$ cat config.mk
export PLATFORM = sky130hd
export DESIGN_NAME = ysyx_22041211_alu_arbiter
export DESIGN_NICKNAME = d
export VERILOG_FILES = /design/src/rtl/ysyx_22041211_alu_arbiter.sv
export SDC_FILE = /design/constraint.sdc
export NUM_CORES = 1
export LEC_CHECK = 0
export ABC_AREA = 1
export CAP_MARGIN = 30
export CORE_MARGIN = 5
export CORE_UTILIZATION = 29
export CTS_CLUSTER_SIZE = 16
export DETAILED_ROUTE_END_ITERATION = 16
export PLACE_DENSITY = 0.69
export SLEW_MARGIN = 20
export SYNTH_ARGS = -nofsm -noshare
export SYNTH_HDL_FRONTEND = slang
export SYNTH_SLANG_ARGS = --single-unit
$ cat constraint.sdc
create_clock -name clk -period 1.4 [get_ports clk]
set_clock_uncertainty 0.1 [all_clocks]
set_input_delay 0.28 -clock clk [delete_from_list [all_inputs] [get_ports clk]]
set_output_delay 0.28 -clock clk [all_outputs]
set_load 0.005 [all_outputs]
$ cat src/rtl/ysyx_22041211_alu_arbiter.sv
// Round-robin arbiter that shares one combinational ALU between the EXU (req 0)
// and the branch/AGU side path (req 1), with one transaction in flight.
module ysyx_22041211_alu_arbiter #(
  parameter int DATA_LEN = 32,
  parameter int OP_W     = 4
) (
  input  logic                  clk,
  input  logic                  rst_n,
  input  logic [1:0]            req_valid_i,
  output logic [1:0]            req_ready_o,
  input  logic [2*DATA_LEN-1:0] req_src1_i,
  input  logic [2*DATA_LEN-1:0] req_src2_i,
  input  logic [2*OP_W-1:0]     req_op_i,
  output logic [1:0]            resp_valid_o,
  input  logic [1:0]            resp_ready_i,
  output logic [DATA_LEN-1:0]   resp_result_o,
  output logic                  resp_zero_o,
  output logic                  resp_less_o,
  output logic                  resp_id_o,
  output logic [DATA_LEN-1:0]   alu_src1_o,
  output logic [DATA_LEN-1:0]   alu_src2_o,
  output logic [OP_W-1:0]       alu_op_o,
  input  logic [DATA_LEN-1:0]   alu_result_i,
  input  logic                  alu_zero_i,
  input  logic                  alu_less_i,
  output logic [1:0]            dbg_state_o
);

  // Handshake rule (both request and response sides): a transfer happens on a
  // rising clk edge where valid and ready are both high; a requester keeps its
  // src/op stable while valid is high and the transfer has not yet happened.

  localparam logic [1:0] S_IDLE = 2'd0;
  localparam logic [1:0] S_EXEC = 2'd1;
  localparam logic [1:0] S_RESP = 2'd2;

  logic [1:0]          r_state;
  logic [1:0]          w_state_nxt;
  logic                r_prio;
  logic                r_id;
  logic [1:0]          w_grant;
  logic                w_gnt_id;
  logic                w_req_fire;
  logic                w_resp_fire;
  logic [DATA_LEN-1:0] r_alu_src1;
  logic [DATA_LEN-1:0] r_alu_src2;
  logic [OP_W-1:0]     r_alu_op;
  logic [DATA_LEN-1:0] r_resp_result;
  logic                r_resp_zero;
  logic                r_resp_less;

  // Grant is only offered in IDLE; on contention the prio side wins.
  always_comb begin
    w_grant = 2'b00;
    if (rst_n && (r_state == S_IDLE)) begin
      case (req_valid_i)
        2'b01:   w_grant = 2'b01;
        2'b10:   w_grant = 2'b10;
        2'b11:   w_grant = r_prio ? 2'b10 : 2'b01;
        default: w_grant = 2'b00;
      endcase
    end
  end

  assign w_gnt_id    = w_grant[1];
  assign w_req_fire  = |w_grant;
  assign w_resp_fire = (r_state == S_RESP) && resp_ready_i[r_id];

  always_comb begin
    w_state_nxt = r_state;
    case (r_state)
      S_IDLE:  if (w_req_fire) w_state_nxt = S_EXEC;
      S_EXEC:  w_state_nxt = S_RESP;
      S_RESP:  if (w_resp_fire) w_state_nxt = S_IDLE;
      default: w_state_nxt = S_IDLE;
    endcase
  end

  always_ff @(posedge clk or negedge rst_n) begin
    if (!rst_n) begin
      r_state <= S_IDLE;
      r_prio  <= 1'b0;
      r_id    <= 1'b0;
    end else begin
      r_state <= w_state_nxt;
      if (w_req_fire) begin
        r_id   <= w_gnt_id;
        r_prio <= ~w_gnt_id;
      end
    end
  end

  always_ff @(posedge clk or negedge rst_n) begin
    if (!rst_n) begin
      r_alu_src1    <= '0;
      r_alu_src2    <= '0;
      r_alu_op      <= '0;
      r_resp_result <= '0;
      r_resp_zero   <= 1'b0;
      r_resp_less   <= 1'b0;
    end else begin
      if (w_req_fire) begin
        r_alu_src1 <= w_gnt_id ? req_src1_i[DATA_LEN +: DATA_LEN] : req_src1_i[0 +: DATA_LEN];
        r_alu_src2 <= w_gnt_id ? req_src2_i[DATA_LEN +: DATA_LEN] : req_src2_i[0 +: DATA_LEN];
        r_alu_op   <= w_gnt_id ? req_op_i[OP_W +: OP_W] : req_op_i[0 +: OP_W];
      end
      if (r_state == S_EXEC) begin
        r_resp_result <= alu_result_i;
        r_resp_zero   <= alu_zero_i;
        r_resp_less   <= alu_less_i;
      end
    end
  end

  assign req_ready_o   = w_grant;
  assign resp_valid_o  = (r_state == S_RESP) ? (r_id ? 2'b10 : 2'b01) : 2'b00;
  assign resp_result_o = r_resp_result;
  assign resp_zero_o   = r_resp_zero;
  assign resp_less_o   = r_resp_less;
  assign resp_id_o     = r_id;
  assign alu_src1_o    = r_alu_src1;
  assign alu_src2_o    = r_alu_src2;
  assign alu_op_o      = r_alu_op;
  assign dbg_state_o   = r_state;

endmodule

==> impl_metrics.yaml, run 1 <==
run_status:
  status: "finished with violations"
  violations: "negative setup slack"
clocking:
  cts_buffers: 9
  clkLatencyLatePin_ps: 350
  cts.sinks: 106
  hold_buffers: 0
  h-tree-depth: 3
  root_buffer: "clkbuf_16"
  clkTransAtPathRegs_ps: 80
  cts_tree: "yes"
  clockBufferDepth: 2
setup_path:
  required_ps: 1020
  crit_top_cell: "inv_2"
  critPathKind: "input pin to output pin"
  cp.arrival_ps: 1260
  worstSetupStartpointType: "input pin"
  path_max_fanout: 2
  cp-end-kind: "output pin"
  critical-path-top-delay-family: "buffers and inverters"
  cp_cell_sequence: "clkdlybuf4s50_1 -> inv_2 -> nor2_2 -> nor2_4 -> nand2_2 -> inv_2 -> buf_6"
  crit_slowest_cell: "clkdlybuf4s50_1"
  crit_buf_inv: 4
  cp_slowest_stage_delay_ps: 500
floorplan:
  ios: 285
  die_x_um: 137
  dieArea_um2: 18900
  coreArea_um2: 15900
  rows: 46
  start_util: 0.296
  die_height_um: 137
synth:
  ys_top_cells_by_area: "dfrtp_1 56%, nand2_1 16%, nand3_1 13%"
  synthCells: 522
  syn_area_per_cell_um2: 9.02
  ys_ff_latch: 106
  synth_top_area_frac: 0.563
  synth_area_um2: 4710
  synth_nets: 698
  yosysSeqAreaShare: 0.563
  ys_types: 21
  yosys_warnings: 0
  yosysTopAreaCell: "dfrtp_1"
grt:
  grt_first_pass_wirelength_um: 25400
  grt_max_degree: 63
  overflow: 0
  grt_pass1_vias: 4717
  track_usage: 0.174
  grt_antenna_before_repair: 1
route:
  firstDrtPassIters: 4
  post-route-drc-count: 0
  vias: 4910
  avgViaCountPerCell: 4.58
  wl_per_cell_um: 17.2
  drt-total-wl_um: 18500
  ant_nets: 0
  drt_iter0_markers: 145
pwr:
  power_density_nw_per_um2: 1760
  peakVddDrop_mv: 0.818
  total_power_mw: 15.7
  leakage_nw: 4.30
timing:
  max_slew_margin: 0.441
  fmax_mhz: 610
  rsz0062_at_grt: "true"
  final_max_slew_viol_count: 0
  holdWs_ps: 36.1
  finalSetupViolCount: 90
  period_needed_ps: 1640
  period_share: 1.17
  finalHoldViolations: 0
  setup_slack_ps: -239
  max_slew.worst_pin.slew_ps: 839
finish:
  layout-drive-gt1-share: 0.211
  final_common_cell: "nand2_1"
  area_growth_pct: 90.0
  mostFrequentLayoutCells: "175 x nand2_1, 174 x clkdlybuf4s50_1, 108 x nand3_1"
  layout.nets: 1026
  fin_area_um2: 8950
  utilization: 0.563
placed_design:
  place_ws_ps: -657
  place.gp.congestion: 0.789
  dpl_cell_area_um2: 7970
  dp_hpwl_um: 12600
  io_buffer_count: 284
run:
  drv_cap: 0
hold_path:
  hold_path_class: "input pin to asynchronous set/reset pin"
-- worst reg2reg max path, delay by kind of cell, from the launching register on --
kind                   cells  cell delay, ps
AOI/OAI and AO/OA          1             100
buffers and inverters      4             530
DFF                        1             390
and+or+nand+nor            4             380
-- Yosys cell counts --
library cell and n:
buf_4 2, o21ai_2 1, dfrtp_1 106, clkbuf_1 10, buf_6 2, nand2_2 1, nor2_1 3, nand2_1 195
nor2_2 1, a21oi_4 1, buf_2 15, o21ai_0 1, inv_1 21, nand2_4 1, inv_2 4, nor2_8 1
mux2_2 34, nand3_1 119, buf_1 2, clkinv_2 1, a21oi_1 1
-- kinds of logic after synthesis --
group	count (synthesis)	share of synthesized area
AOI/OAI and AO/OA	4	0.00744
muxes	34	0.0813
DFF	106	0.563
buffers and inverters	57	0.0545
and+or+nand+nor	321	0.294
-- area by class of cell --
class,instances,area [um2]
inverters,26,100
diodes,1,2.50
clock inverters,7,83.8
multi-input cells,359,2040
clock buffers,9,225
fillers,1405,6940
flip-flops and latches,106,2650
well taps,216,270
repair buffers,348,3580
-- stage by stage --
step / setup TNS (ps) / cells
after floorplan: 0 / 522
after global placement: -39140 / 1018
after detailed placement: -41090 / 1018
after CTS: -17230 / 1043
after global routing: -20480 / 1072
final: -12390 / 1072
-- worst paths after layout --
path                                start                to  slack, ps  depth (start not counted)
max in group asynchronous           rst_n    alu_src1_o[23]        250                          3
max                        req_valid_i[0]    req_ready_o[1]       -240                          7
min in group clk           req_src2_i[26]    alu_src2_o[26]        380                          3
min reg2reg                alu_src1_o[31]    alu_src1_o[31]        390                          2
min                                 rst_n  resp_result_o[2]         40                          2
max reg2reg                dbg_state_o[1]     alu_src2_o[9]       -220                          9
-- state kept, by name, summed over array words and instances (netlist names) --
name           flops
r_prio             1
alu_src2_o        32
resp_less_o        1
resp_result_o     32
resp_id_o          1
alu_src1_o        32
dbg_state_o        2
resp_zero_o        1
alu_op_o           4
-- metal layers --
metal / GRT usage / wire (um) / part of all wire / vias to the layer above
met5: 0 / 0 / 0 / -
met4: 0.0565 / 389 / 0.021 / 0
met3: 0.0646 / 1880 / 0.10 / 30
met2: 0.282 / 8670 / 0.47 / 222
met1: 0.214 / 7540 / 0.41 / 2300
li1: - / - / - / 2358
-- power by group --
part           internal [mW]  total (mW)  switching [mW]
Sequential              4.55        5.44           0.885
Clock                   1.43        2.67            1.24
Combinational           4.49        7.61            3.12
Total                   10.5        15.7            5.24
-- timing repair --
item / CTS / global route
pin swaps: 4 / 16
gates resized for setup: 196 / 116
setup buffers: 9 / 20
gates cloned: 1 / 10
setup endpoints to repair: 213 / 160
Note: power is estimated with default switching activity, not from simulation.
==> run 2, diff against run 1 <==
--- a/config.mk
+++ b/config.mk
@@ -11,8 +11,9 @@
 export CORE_UTILIZATION = 29
 export CTS_CLUSTER_SIZE = 16
 export DETAILED_ROUTE_END_ITERATION = 16
-export PLACE_DENSITY = 0.69
-export SLEW_MARGIN = 20
+export PLACE_DENSITY = 0.66
+export SKIP_CTS_REPAIR_TIMING = 1
+export SLEW_MARGIN = 40
 export SYNTH_ARGS = -nofsm -noshare
 export SYNTH_HDL_FRONTEND = slang
 export SYNTH_SLANG_ARGS = --single-unit
==> constraint.sdc (replaced) <==
create_clock -name clk -period 2 [get_ports clk]
set_clock_uncertainty 0.1 [all_clocks]
set_input_delay 0.4 -clock clk [delete_from_list [all_inputs] [get_ports clk]]
set_output_delay 0.4 -clock clk [all_outputs]
set_load 0.005 [all_outputs]
==> run 2 against run 1 <==
Compared with the run above:
- the flow now finishes without violations
- sequential share of layout area grew 2.8 points
- wire length shrank 8.7%
- non-clock buffer count shrank 44
- via count shrank 7.1%
- combinational power shrank 38%
- flip-flop and latch count is the same
- setup slack gained 340 ps
- sequential power shrank 31%
- cell area shrank 8.7%
- utilization shrank 4.9 points
- highest routed layer unchanged
==> impl_metrics.yaml, run 2 (synthesized netlist as in run 1, its figures left out) <==
route:
  drt_iter0_markers: 237
  firstDrtPassIters: 4
  post-route-drc-count: 0
  wl_per_cell_um: 16.4
  ant_nets: 0
  vias: 4560
  avgViaCountPerCell: 4.44
  drt-total-wl_um: 16900
setup_path:
  path_max_fanout: 4
  cp-end-kind: "output pin"
  rr_worst_depth: 9
  rr_startpoint: "dbg_state_o[1]"
  cp.arrival_ps: 1400
  reg2reg_slack_ps: 150
  cp_cell_sequence: "inv_2 -> nand2_4 -> nor2_8 -> buf_4 -> nand2_1 -> inv_1 -> buf_2"
  critical-path-top-delay-family: "flip-flops"
  critical_path.startpoint: "dbg_state_o[1]"
  crit_buf_inv: 4
  worstSetupStartpointType: "flop"
  required_ps: 1500
  crit_slowest_cell: "dfrtp_1"
  cp_slowest_stage_delay_ps: 410
  critPathKind: "flop to output pin"
  r2r_end: "alu_op_o[2]"
clocking:
  cts_tree: "yes"
  cts.sinks: 106
  clkTransAtPathRegs_ps: 70
  h-tree-depth: 3
  clkLatencyLatePin_ps: 340
  root_buffer: "clkbuf_16"
  cts_buffers: 9
  clockBufferDepth: 2
floorplan:
  dieArea_um2: 18900
  die_x_um: 137
  start_util: 0.296
  die_height_um: 137
  rows: 46
  coreArea_um2: 15900
  ios: 285
timing:
  setup_slack_ps: 96.4
  finalSetupViolCount: 0
  max_slew.worst_pin.slew_ps: 663
  final_max_slew_viol_count: 0
  fmax_mhz: 525
  period_share: 0.952
  period_needed_ps: 1900
  max_slew_margin: 0.558
  finalHoldViolations: 0
  tns_ps: 0
  rsz0062_at_grt: "true"
placed_design:
  io_buffer_count: 284
  place_ws_ps: -300
  dpl_cell_area_um2: 7840
  place.gp.congestion: 0.764
  dp_hpwl_um: 12500
grt:
  overflow: 0
  grt_antenna_before_repair: 0
  grt_max_degree: 58
  grt_first_pass_wirelength_um: 25200
  track_usage: 0.173
  grt_pass1_vias: 4540
finish:
  area_growth_pct: 73.6
  fin_area_um2: 8180
  insertedDiodeCount: 0
  final_common_cell: "clkdlybuf4s50_1"
  layout.nets: 982
  layout-drive-gt1-share: 0.104
  utilization: 0.515
  mostFrequentLayoutCells: "277 x clkdlybuf4s50_1, 195 x nand2_1, 119 x nand3_1"
run_status:
  status: "complete, no violations"
run:
  drv_cap: 0
pwr:
  peakVddDrop_mv: 0.579
  leakage_nw: 3.80
  power_density_nw_per_um2: 1250
hold_path:
  hold_path_class: "input pin to asynchronous set/reset pin"
## run 2: changes by cell type in the layout (fill, tap and decap cells not counted), sizes merged, moves of 2 or more
cell / before / now
dlygate4sd2: 8 / 0
clkinvlp: 0 / 2
dlymetal6s2s: 0 / 5
inv: 30 / 28
clkbuf: 28 / 9
buf: 63 / 22
clkdlybuf4s50: 174 / 277
clkdlybuf4s15: 83 / 0
## run 2: metrics by stage
| step | std cells | power (mW) | hold WS [ps] |
|---|---|---|---|
| floorplan | 522 | 5.43 | 4.41 |
| global placement | 1008 | 8.54 | 362 |
| detailed placement | 1008 | 8.61 | 364 |
| CTS | 1024 | 10.4 | 101 |
| global route | 1027 | 11.0 | 134 |
| finish | 1027 | 10.2 | 83.2 |
## run 2: layer usage
layer	track usage	vias to the layer above	share of wire
met5	0	-	0
met2	0.278	199	0.46
met3	0.0705	13	0.13
met1	0.215	2098	0.40
met4	0.0471	0	0.011
li1	-	2250	-
## run 2: cell type report
class                   instances  area [um2]
well taps                     216         270
fillers                      1526        7710
clock buffers                   9         225
multi-input cells             359        1820
inverters                      26        98.8
flip-flops and latches        106        2650
clock inverters                 7        61.3
repair buffers                304        3050
## run 2: worst max path at each step
stage	end	cells after the start	slack [ps]
2_1_floorplan	req_ready_o[0]	4	500
3_3_place_gp	req_ready_o[1]	7	-300
3_5_place_dp	req_ready_o[1]	7	-300
4_1_cts	req_ready_o[1]	7	-300
5_1_grt	req_ready_o[1]	7	-4
6_report	req_ready_o[1]	7	100
## run 2: where the power goes
part	leakage (nW)	internal, mW	switching, mW	total [mW]
clock	0.135	0.869	0.862	1.73
sequential	1.29	3.19	0.575	3.76
combinational	2.37	2.92	1.83	4.75
==> run 3, diff against run 2 <==
--- a/config.mk
+++ b/config.mk
@@ -11,6 +11,7 @@
 export CORE_UTILIZATION = 29
 export CTS_CLUSTER_SIZE = 16
 export DETAILED_ROUTE_END_ITERATION = 16
+export GPL_TIMING_DRIVEN = 0
 export PLACE_DENSITY = 0.66
 export SKIP_CTS_REPAIR_TIMING = 1
 export SLEW_MARGIN = 40
==> run 3 against run 2 <==
Compared with the run above:
- the run now ends with negative hold slack left
- worst hold slack lost 310 ps
- cell area grew 3.6%
- first-iteration DRC count shrank 17%
- clock-buffer cell count is the same
- final cell count grew 3.3%
- via count grew 4.9%
- sequential share of layout area shrank 1.1 points
- register-to-register slack is essentially flat
- utilization grew 1.8 points
- critical path type unchanged
==> impl_metrics.yaml, run 3 (synthesized netlist as in run 1, its figures left out) <==
run_status:
  status: "finished with violations"
  violations: "negative hold slack"
pwr:
  leakage_nw: 3.94
  peakVddDrop_mv: 0.537
  power_density_nw_per_um2: 1250
finish:
  final_common_cell: "clkdlybuf4s50_1"
  area_growth_pct: 79.8
  mostFrequentLayoutCells: "277 x clkdlybuf4s50_1, 194 x nand2_1, 119 x nand3_1"
  layout-drive-gt1-share: 0.130
  fin_area_um2: 8470
  insertedDiodeCount: 0
  utilization: 0.533
  layout.nets: 1016
setup_path:
  cp.arrival_ps: 1480
  cp-end-kind: "output pin"
  worstSetupStartpointType: "flop"
  path_max_fanout: 7
  critPathKind: "flop to output pin"
  required_ps: 1500
  reg2reg_slack_ps: 160
floorplan:
  die_x_um: 137
  coreArea_um2: 15900
  ios: 285
  rows: 46
  start_util: 0.296
  dieArea_um2: 18900
  die_height_um: 137
clocking:
  cts.sinks: 106
  cts_tree: "yes"
  clkLatencyLatePin_ps: 340
  h-tree-depth: 3
  clkTransAtPathRegs_ps: 70
  clockBufferDepth: 2
  root_buffer: "clkbuf_16"
  cts_buffers: 9
timing:
  finalHoldViolations: 37
  setup_slack_ps: 18.3
  finalSetupViolCount: 0
  period_needed_ps: 1980
  fmax_mhz: 505
  max_slew_margin: 0.395
  max_slew.worst_pin.slew_ps: 905
  rsz0062_at_grt: "true"
  period_share: 0.991
  final_max_slew_viol_count: 0
  holdWs_ps: -227
route:
  wl_per_cell_um: 16.4
  vias: 4783
  post-route-drc-count: 0
  ant_nets: 0
  drt-total-wl_um: 17400
  drt_iter0_markers: 196
  avgViaCountPerCell: 4.51
  firstDrtPassIters: 4
grt:
  grt_antenna_before_repair: 0
  grt_first_pass_wirelength_um: 25600
  grt_pass1_vias: 4665
  overflow: 0
  track_usage: 0.176
  grt_max_degree: 70
placed_design:
  io_buffer_count: 284
  dp_hpwl_um: 13200
  place_ws_ps: -1080
  place.gp.congestion: 0.830
  dpl_cell_area_um2: 7860
hold_path:
  hold_path_class: "input pin to asynchronous set/reset pin"
run:
  drv_cap: 0
[run 3: cell count changes in the layout (fill, tap and decap cells not counted), sizes merged]
cell	before	now
buf	22	41
clkbuf	9	24
bufinv	0	2
clkinvlp	2	1
dlygate4sd3	0	1
dlymetal6s2s	5	4
inv	28	27
[run 3: final timing paths]
path,start,endpoint,cells past startpoint
worst min register to register,alu_src2_o[31],alu_src2_o[31],2
worst max-delay path,dbg_state_o[0],req_ready_o[1],8
worst max register to register,dbg_state_o[0],alu_src1_o[24],8
worst min-delay path,rst_n,alu_src1_o[30],1
min in group clk,alu_src2_o[31],alu_src2_o[31],2
max in group asynchronous,rst_n,resp_result_o[1],2
[run 3: area by class of cell]
class | instances | area (um2)
buffer | 30 | 158
clock buffer | 9 | 225
clock inverter | 7 | 101
fill | 1510 | 7420
inverter | 26 | 110
multi-input combinational | 359 | 1820
sequential | 106 | 2650
tap | 216 | 270
timing repair buffer | 308 | 3130
[run 3: report_power, final]
part | internal [mW] | total [mW] | switching [mW]
clock network | 1.11 | 1.96 | 0.844
registers | 3.19 | 3.74 | 0.554
logic | 3.00 | 4.87 | 1.88
total | 7.29 | 10.6 | 3.28
[run 3: routing by layer]
layer,global-route usage,share of wire
met3,0.0654,0.12
met5,0,0
met1,0.212,0.39
met2,0.293,0.48
met4,0.0510,0.013
[run 3: worst max-delay path, stage by stage (launching register included)]
cell and delay [ps]:
dfrtp_1 400, inv_2 70, buf_6 90, nand2_4 50, nor2_8 180, nand2_2 80
buf_6 140, inv_2 50, buf_6 80
[run 3: stage by stage]
step	total power [mW]	hold WS (ps)	cells	TNS [ps]
floorplan	5.43	4.41	522	0
global placement	8.51	361	1022	-762820
detailed placement	8.57	194	1023	-32660
CTS	10.6	-188	1039	-6450
global route	11.4	-234	1061	-82.7
finish	10.6	-227	1061	0
